### src/rtl/pe_mac_sequencer.sv
// Purpose : walks one PE through a MAC over a vector of operand pairs, feeding each result back as the addend.
// Latency : 1 LOAD cycle + PE_LAT WAIT cycles per pair; res_valid rises 1 cycle after the final capture.
// Backpr. : op_ready only in LOAD; res_data/res_count held until res_ready; no new command until the result is taken.
//
// Ports:
//   clk, rst_n                    clock (rising edge), asynchronous active-low reset
//   cmd_valid/ready, cmd_len,     command: pair count, mode (0 = 64-bit MAC, 1 = dual 32-bit lanes),
//     cmd_mode, cmd_init            initial accumulator value
//   op_valid/ready, op_a, op_b    operand pair stream
//   pe_a, pe_b, pe_p, pe_control  registered PE drive; pe_p is the accumulator
//   pe_y                          PE result, sampled PE_LAT cycles after the PE inputs change
//   res_valid/ready, res_data,    final accumulator and number of pairs processed
//     res_count
//   busy                          high whenever the sequencer is not idle
module pe_mac_sequencer #(
   parameter int LEN_W  = 16,
   parameter int PE_LAT = 1     // legal range 1..15
) (
   input  logic             clk,
   input  logic             rst_n,
   input  logic             cmd_valid,
   output logic             cmd_ready,
   input  logic [LEN_W-1:0] cmd_len,
   input  logic             cmd_mode,
   input  logic [63:0]      cmd_init,
   input  logic             op_valid,
   output logic             op_ready,
   input  logic [63:0]      op_a,
   input  logic [63:0]      op_b,
   output logic [63:0]      pe_a,
   output logic [63:0]      pe_b,
   output logic [63:0]      pe_p,
   output logic [3:0]       pe_control,
   input  logic [63:0]      pe_y,
   output logic             res_valid,
   input  logic             res_ready,
   output logic [63:0]      res_data,
   output logic [LEN_W-1:0] res_count,
   output logic             busy
);

   typedef enum logic [1:0] {IDLE, LOAD, WAIT, DONE} state_t;

   localparam logic [3:0] LAT_LAST = 4'(PE_LAT - 1);

   state_t           state_q, state_d;
   logic [LEN_W-1:0] len_q, len_d;
   logic [LEN_W-1:0] elem_q, elem_d, elem_inc;
   logic [3:0]       lat_q, lat_d;
   logic [63:0]      acc_q, acc_d;
   logic [63:0]      pe_a_d, pe_b_d, res_data_d;
   logic [3:0]       pe_control_d;
   logic [LEN_W-1:0] res_count_d;
   logic             cmd_ready_d, op_ready_d, res_valid_d, busy_d;

   logic cmd_hs, op_hs, res_hs, lat_done;

   assign cmd_hs   = cmd_valid & cmd_ready;
   assign op_hs    = op_valid & op_ready;
   assign res_hs   = res_valid & res_ready;
   assign lat_done = (state_q == WAIT) && (lat_q == LAT_LAST);
   assign elem_inc = elem_q + LEN_W'(1);

   // The PE addend is the accumulator register itself.
   assign pe_p = acc_q;

   // State register
   always_ff @(posedge clk or negedge rst_n) begin
      if (!rst_n) state_q <= IDLE;
      else        state_q <= state_d;
   end

   // Next-state logic
   always_comb begin
      state_d = state_q;
      case (state_q)
         IDLE: if (cmd_hs) state_d = (cmd_len == '0) ? DONE : LOAD;
         LOAD: if (op_hs)  state_d = WAIT;
         WAIT: if (lat_done) state_d = (elem_inc == len_q) ? DONE : LOAD;
         DONE: if (res_hs) state_d = IDLE;
         default: state_d = IDLE;
      endcase
   end

   // Output logic: next values of every registered output and counter
   always_comb begin
      cmd_ready_d  = cmd_ready;
      op_ready_d   = op_ready;
      res_valid_d  = res_valid;
      pe_a_d       = pe_a;
      pe_b_d       = pe_b;
      pe_control_d = pe_control;
      res_data_d   = res_data;
      res_count_d  = res_count;
      acc_d        = acc_q;
      len_d        = len_q;
      elem_d       = elem_q;
      lat_d        = lat_q;
      busy_d       = (state_d != IDLE);
      case (state_q)
         IDLE: begin
            if (cmd_hs) begin
               len_d        = cmd_len;
               pe_control_d = {3'b000, cmd_mode};
               acc_d        = cmd_init;
               elem_d       = '0;
               cmd_ready_d  = 1'b0;
               op_ready_d   = (cmd_len != '0);
            end
         end
         LOAD: begin
            if (op_hs) begin
               pe_a_d     = op_a;
               pe_b_d     = op_b;
               lat_d      = '0;
               op_ready_d = 1'b0;
            end
         end
         WAIT: begin
            lat_d = lat_q + 4'd1;
            if (lat_done) begin
               acc_d      = pe_y;
               elem_d     = elem_inc;
               op_ready_d = (elem_inc != len_q);
            end
         end
         DONE: begin
            // First DONE cycle publishes the result; it is then frozen until taken.
            if (!res_valid) begin
               res_valid_d = 1'b1;
               res_data_d  = acc_q;
               res_count_d = elem_q;
            end else if (res_ready) begin
               res_valid_d = 1'b0;
               cmd_ready_d = 1'b1;
            end
         end
         default: ;
      endcase
   end

   always_ff @(posedge clk or negedge rst_n) begin
      if (!rst_n) begin
         cmd_ready  <= 1'b1;
         op_ready   <= 1'b0;
         res_valid  <= 1'b0;
         busy       <= 1'b0;
         pe_a       <= '0;
         pe_b       <= '0;
         pe_control <= '0;
         res_data   <= '0;
         res_count  <= '0;
         acc_q      <= '0;
         len_q      <= '0;
         elem_q     <= '0;
         lat_q      <= '0;
      end else begin
         cmd_ready  <= cmd_ready_d;
         op_ready   <= op_ready_d;
         res_valid  <= res_valid_d;
         busy       <= busy_d;
         pe_a       <= pe_a_d;
         pe_b       <= pe_b_d;
         pe_control <= pe_control_d;
         res_data   <= res_data_d;
         res_count  <= res_count_d;
         acc_q      <= acc_d;
         len_q      <= len_d;
         elem_q     <= elem_d;
         lat_q      <= lat_d;
      end
   end

endmodule

### config.mk
export PLATFORM = sky130hd
export DESIGN_NAME = pe_mac_sequencer
export DESIGN_NICKNAME = d
export VERILOG_FILES = /design/src/rtl/pe_mac_sequencer.sv
export SDC_FILE = /design/constraint.sdc
export NUM_CORES = 1
export LEC_CHECK = 0
export CAP_MARGIN = 40
export CORE_AREA = 2 2 218 220
export DETAILED_ROUTE_END_ITERATION = 10
export DIE_AREA = 0 0 220 222
export PLACE_DENSITY = 0.63
export SLEW_MARGIN = 20
export SYNTH_ARGS = -nofsm -noshare
export SYNTH_HDL_FRONTEND = slang
export SYNTH_SLANG_ARGS = --single-unit
### constraint.sdc
create_clock -name clk -period 2.6 [get_ports clk]
set_clock_uncertainty 0.15 [all_clocks]
set_input_delay 0.65 -clock clk [delete_from_list [all_inputs] [get_ports clk]]
set_output_delay 0.65 -clock clk [all_outputs]
set_load 0.02 [all_outputs]
==> results.yml, run 1 <==
timing:
  tightest_slew_ps: 747
  slew_headroom_pct: 49.8
  whs_ps: 350
  rsz0062_at_grt: "no"
  fmax_mhz: 403
  maxSlewViolCount: 0
  setup-violations-final: 0
  finalCriticalPeriod_ps: 2480
  finalWorstSetupSlack_ps: 121
  hold_viol_final: 0
  final.period_utilization_pct: 95.4
synthesis:
  synth_edf_count: 0
  syn_inst: 978
  synth_area_um2: 13100
  ys_ff_latch: 315
  synth_cell_types: 48
  ys.flop_type: "dfrtp_1"
  synth.avg_cell_area_um2: 13.4
  ys_warn_count: 0
  ys_seq_area_share_pct: 60.1
  synthArstFlopShare_pct: 100
clocking:
  clk_latency_ps: 530
  clk_pin_slew_ps: 50
  htree_levels: 2
  cts_made_buffers: 38
  cts_tree: "built"
  clock_sinks: 315
  cts_root_buf: "clkbuf_16"
  postCtsSetupRepairBufs: 0
  cts_buffer_depth: 3
job:
  drv_cap: 0
final_layout:
  final_cell_mix: "clkdlybuf4s50_1 (551), dfrtp_1 (314), mux2_2 (226), nand2_1 (90), o21ai_0 (87)"
  final_cell_count_no_fill: 2201
  syn_to_final_growth_pct: 60.2
  layout-drive-gt1-share_pct: 22.0
  nets: 1852
  final_common_cell: "clkdlybuf4s50_1"
  stdcell_area_um2: 21000
worst_setup_path:
  max_stage_delay_ps: 700
  path_buf_inv: 1
  crit_family: "buffers and inverters"
  startpoint_type: "register"
  worstPathCellList: "clkdlybuf4s50_1"
  cp_max_fo: 5
  path_depth: 1
  endpoint_kind: "output port"
  critPathSlowestCell: "clkdlybuf4s50_1"
  crit_type: "register to output port"
  worstPathArrival_ps: 1680
  cp.required_ps: 1800
  rr_worst_depth: 7
power:
  leakage_uw: 0.00940
  power.total_uw: 11200
  power_density_nw_per_um2: 535
  ir_drop_mv: 0.480
detailed_routing:
  routed-via-count: 9895
  drc: 0
  first_iter_violations: 425
  wl_mm: 42.4
  via_per_inst: 4.50
  wl_per_cell_um: 19.3
  dr.pass1.iters: 4
  postRouteAntennaNets: 0
place:
  portBuffers: 554
  gp_congestion: 0.859
  place_inst: 2131
  hpwl_mm: 32.3
  post-place-ws_ps: -285
  post_dp_cell_area_um2: 19700
global_routing:
  antenna_found_initial: 4
  gr-total-overflow: 0
  grt_max_degree: 69
  grt_pass1_wl_mm: 64.0
  groute.usage.overall_pct: 17.2
  grt_pass1_vias: 10600
floorplanning:
  die_h_um: 222
  design.core.area_um2: 46300
  start_util_pct: 28.4
  die-area_um2: 48800
  num_rows: 79
  ios: 558
  dieWidth_um: 220
worst_hold_path:
  hold_path_depth: 1
  hold_class: "register to register"
outcome:
  status: "completed"
-- kinds of logic after synthesis --
family	after synthesis	share of synthesized area, %
other cells	1	0.0286
fa+ha+maj	9	0.858
xor+xnor	26	1.74
simple gates	146	5.46
flops	315	60.1
buf+inv	66	2.22
compound gates	125	5.34
mux	290	24.3
-- cell usage after synthesis (3+ instances only) --
master / number / area (um^2)
dfrtp_1: 314 / 7860
mux2_2: 226 / 2540
nand2_1: 90 / 338
o21ai_0: 87 / 435
mux2i_1: 64 / 641
clkbuf_1: 40 / 150
xnor2_1: 16 / 140
nand3_1: 11 / 55.1
xor2_1: 10 / 87.6
a21oi_1: 9 / 45.0
ha_1: 9 / 113
inv_1: 9 / 33.8
buf_2: 8 / 40.0
nor4_1: 8 / 50.1
a21o_1: 6 / 45.0
nor2_1: 6 / 22.5
o31ai_1: 6 / 45.0
buf_4: 5 / 37.5
nand4_1: 5 / 31.3
a31oi_1: 4 / 25.0
and3_1: 4 / 25.0
a22o_1: 3 / 26.3
o22ai_1: 3 / 18.8
-- repair_timing --
item | CTS | global route
endpoints found under the setup margin | 2 | 2
hold endpoints to repair | 42 | 0
hold buffers | 1 | 0
resized for setup | 2 | 1
gates cloned | 0 | 0
-- where the power goes --
part / internal [uW] / switching, uW / total (uW)
clock network: 3340 / 2090 / 5430
logic: 500 / 311 / 811
registers: 4960 / 40.6 / 5000
-- area by class of cell --
| cell class | count | area (um^2) |
|---|---|---|
| clock buffers | 52 | 1090 |
| fillers | 4338 | 25200 |
| repair buffers | 602 | 6060 |
| multi-input cells | 599 | 5000 |
| well taps | 607 | 759 |
| diodes | 3 | 7.51 |
| flip-flops and latches | 315 | 7880 |
| inverters | 9 | 33.8 |
| clock inverters | 14 | 185 |
-- stage by stage --
| step | TNS, ps | utilization, % |
|---|---|---|
| 2_1_floorplan | 0 | - |
| 3_5_place_dp | -765 | 42.6 |
| 5_1_grt | 0 | 45.4 |
| 6_report | 0 | 45.4 |
| 4_1_cts | 0 | 45.4 |
| 3_3_place_gp | -910 | 42.6 |
-- worst paths after layout --
path	startpoint	endpoint	slack (ps)
worst max-delay path	res_valid	res_valid	120
worst max register to register	elem_q[6]	op_ready	180
worst min-delay path	pe_a[37]	pe_a[37]	350
max in group asynchronous	rst_n	pe_b[15]	1090
min in group asynchronous	rst_n	res_data[11]	480
worst min register to register	pe_a[37]	pe_a[37]	350
-- flip-flops by register name, indices dropped and copies added (netlist names) --
signal / cells
pe_b: 64
op_ready: 1
len_q: 16
res_count: 16
busy: 1
lat_q: 4
pe_a: 64
cmd_ready: 1
state_q: 2
res_valid: 1
elem_q: 16
pe_control: 1
res_data: 64
pe_p: 64
-- layer usage --
layer | wire length [um] | global-route usage [%]
met2 | 21900 | 30.2
met5 | 14 | 0
met1 | 16600 | 20.1
met3 | 2370 | 4.43
met4 | 1540 | 6.54
Power figures use the tool's default switching activity.
==> run 2, diff against run 1 <==
Settings changed: CTS_BUF_LIST from default to sky130_fd_sc_hd__clkbuf_16, SETUP_SLACK_MARGIN from default to 0.15.
==> run 2 against run 1 <==
Effect of this change:
- critical path depth stayed put
- routed wire length is 0.12% higher
- sequential power hardly changed
- die area stayed put
- clock power is 4.4% lower
- core utilization is 0.057 points lower
- via count is 0.43% higher
- combinational power hardly changed
- largest power group unchanged
- flip-flop and latch count stayed put
==> results.yml, run 2 (synthesis results as in run 1) <==
outcome:
  status: "completed"
worst_setup_path:
  path_buf_inv: 1
  cp_max_fo: 3
  endpoint_kind: "output port"
  r2r_start: "elem_q[1]"
  rr_worst_depth: 7
  crit_path_start: "pe_p[24]"
  regToRegSetupSlack_ps: 230
  max_stage_delay_ps: 650
  startpoint_type: "register"
  crit_family: "buffers and inverters"
  worstPathArrival_ps: 1590
  worstPathCellList: "clkdlybuf4s50_1"
  critPathSlowestCell: "clkdlybuf4s50_1"
  cp.required_ps: 1800
  r2r-end: "op_ready"
  crit_type: "register to output port"
global_routing:
  gr-total-overflow: 0
  groute.usage.overall_pct: 17.2
  grt_max_degree: 69
  grt_pass1_vias: 10600
  antenna_found_initial: 4
  grt_pass1_wl_mm: 63.9
timing:
  hold_viol_final: 0
  slew_headroom_pct: 47.7
  maxSlewViolCount: 0
  tightest_slew_ps: 778
  finalCriticalPeriod_ps: 2390
  finalWorstSetupSlack_ps: 206
  final.period_utilization_pct: 92.1
  fmax_mhz: 418
  setup-violations-final: 0
  rsz0062_at_grt: "yes"
clocking:
  clk_latency_ps: 540
  cts_buffer_depth: 3
  htree_levels: 2
  clk_pin_slew_ps: 50
  cts_made_buffers: 38
  cts_root_buf: "clkbuf_16"
  clock_sinks: 315
  cts_tree: "built"
place:
  portBuffers: 554
  hpwl_mm: 32.3
  gp_congestion: 0.859
  post-place-ws_ps: -285
detailed_routing:
  first_iter_violations: 396
  wl_mm: 42.5
  routed-via-count: 9938
  drc: 0
  dr.pass1.iters: 7
  wl_per_cell_um: 19.3
  via_per_inst: 4.51
  postRouteAntennaNets: 0
floorplanning:
  die-area_um2: 48800
  design.core.area_um2: 46300
  ios: 558
  num_rows: 79
  die_h_um: 222
  start_util_pct: 28.4
  dieWidth_um: 220
worst_hold_path:
  hold_class: "register to register"
  hold_path_depth: 1
  min_from: "pe_a[37]"
  worstHoldEndpoint: "pe_a[37]"
power:
  leakage_uw: 0.00944
  ir_drop_mv: 0.479
  p_seq_share_pct: 45.4
  switching_power_uw: 2430
  swShare_pct: 22.1
  power.total_uw: 11000
  power.share.combinational_pct: 7.4
  p_int_uw: 8570
  power_density_nw_per_um2: 524
  p_clk_share_pct: 47.2
final_layout:
  final_common_cell: "clkdlybuf4s50_1"
  syn_to_final_growth_pct: 60.0
  final_cell_mix: "clkdlybuf4s50_1 (546), dfrtp_1 (308), mux2_2 (226), nand2_1 (90), o21ai_0 (87)"
  layout-drive-gt1-share_pct: 22.1
  nets: 1855
job:
  drv_cap: 0
[run 2: cell count changes in the layout (fill, tap and decap cells not counted), sizes merged]
cell,before,now
dlymetal6s2s,0,2
clkdlybuf4s50,551,546
buf,48,51
inv,11,17
clkinv,5,12
dlygate4sd2,2,4
clkbuf,52,39
clkdlybuf4s15,0,1
[run 2: worst max-delay path by stage]
stage	end	slack [ps]	depth (start not counted)
2_1_floorplan	elem_q[0]	380	11
3_3_place_gp	busy	-330	7
3_5_place_dp	busy	-280	7
4_1_cts	cmd_ready	150	1
5_1_grt	state_q[1]	150	8
6_report	pe_p[24]	210	1
[run 2: area by class of cell]
type	count	area, um^2
antenna	3	7.51
clock buffer	39	976
clock inverter	27	234
fill	4336	25300
inverter	9	33.8
multi-input combinational	599	5010
sequential	315	7890
tap	607	759
timing repair buffer	605	6090
[run 2: per-stage QoR]
stage | instances | TNS, ps | instance area (um^2) | hold WS (ps) | utilization [%]
5_1_grt | 2203 | 0 | 21000 | 364 | 45.4
6_report | 2204 | 0 | 21000 | 350 | 45.4
2_1_floorplan | 980 | 0 | 13100 | 204 | -
4_1_cts | 2198 | 0 | 20900 | 354 | 45.3
3_3_place_gp | 2131 | -910 | 19700 | 333 | 42.6
3_5_place_dp | 2131 | -765 | 19700 | 340 | 42.6
[run 2: metal layers]
layer | GRT usage, % | vias up | share of wire [%]
met5 | 0 | - | 0.033
met4 | 6.43 | 2 | 3.4
met3 | 4.42 | 72 | 5.6
met2 | 30.2 | 285 | 52
met1 | 20.1 | 4940 | 39
li1 | - | 4639 | -
[run 2: power by group through the flow]
stage / clock network [uW] / registers (uW) / logic, uW
finish: 5190 / 5000 / 810
global route: 5610 / 5000 / 876
global placement: 0 / 5080 / 818
CTS: 5400 / 5000 / 829
floorplan: 0 / 5140 / 69.2
detailed placement: 0 / 5080 / 825
[run 2: what timing repair did]
item | CTS | global route
setup buffers | 0 | 3
hold endpoints to repair | 42 | 0
hold buffers | 1 | 0
resized for setup | 6 | 11
endpoints found under the setup margin | 7 | 5
pin swaps | 0 | 2
==> run 3, diff against run 2 <==
Settings changed: CTS_CLUSTER_SIZE from default to 24.
==> results of run 3 <==
No change in the layout: final DEF, timing and power equal those of run 2.
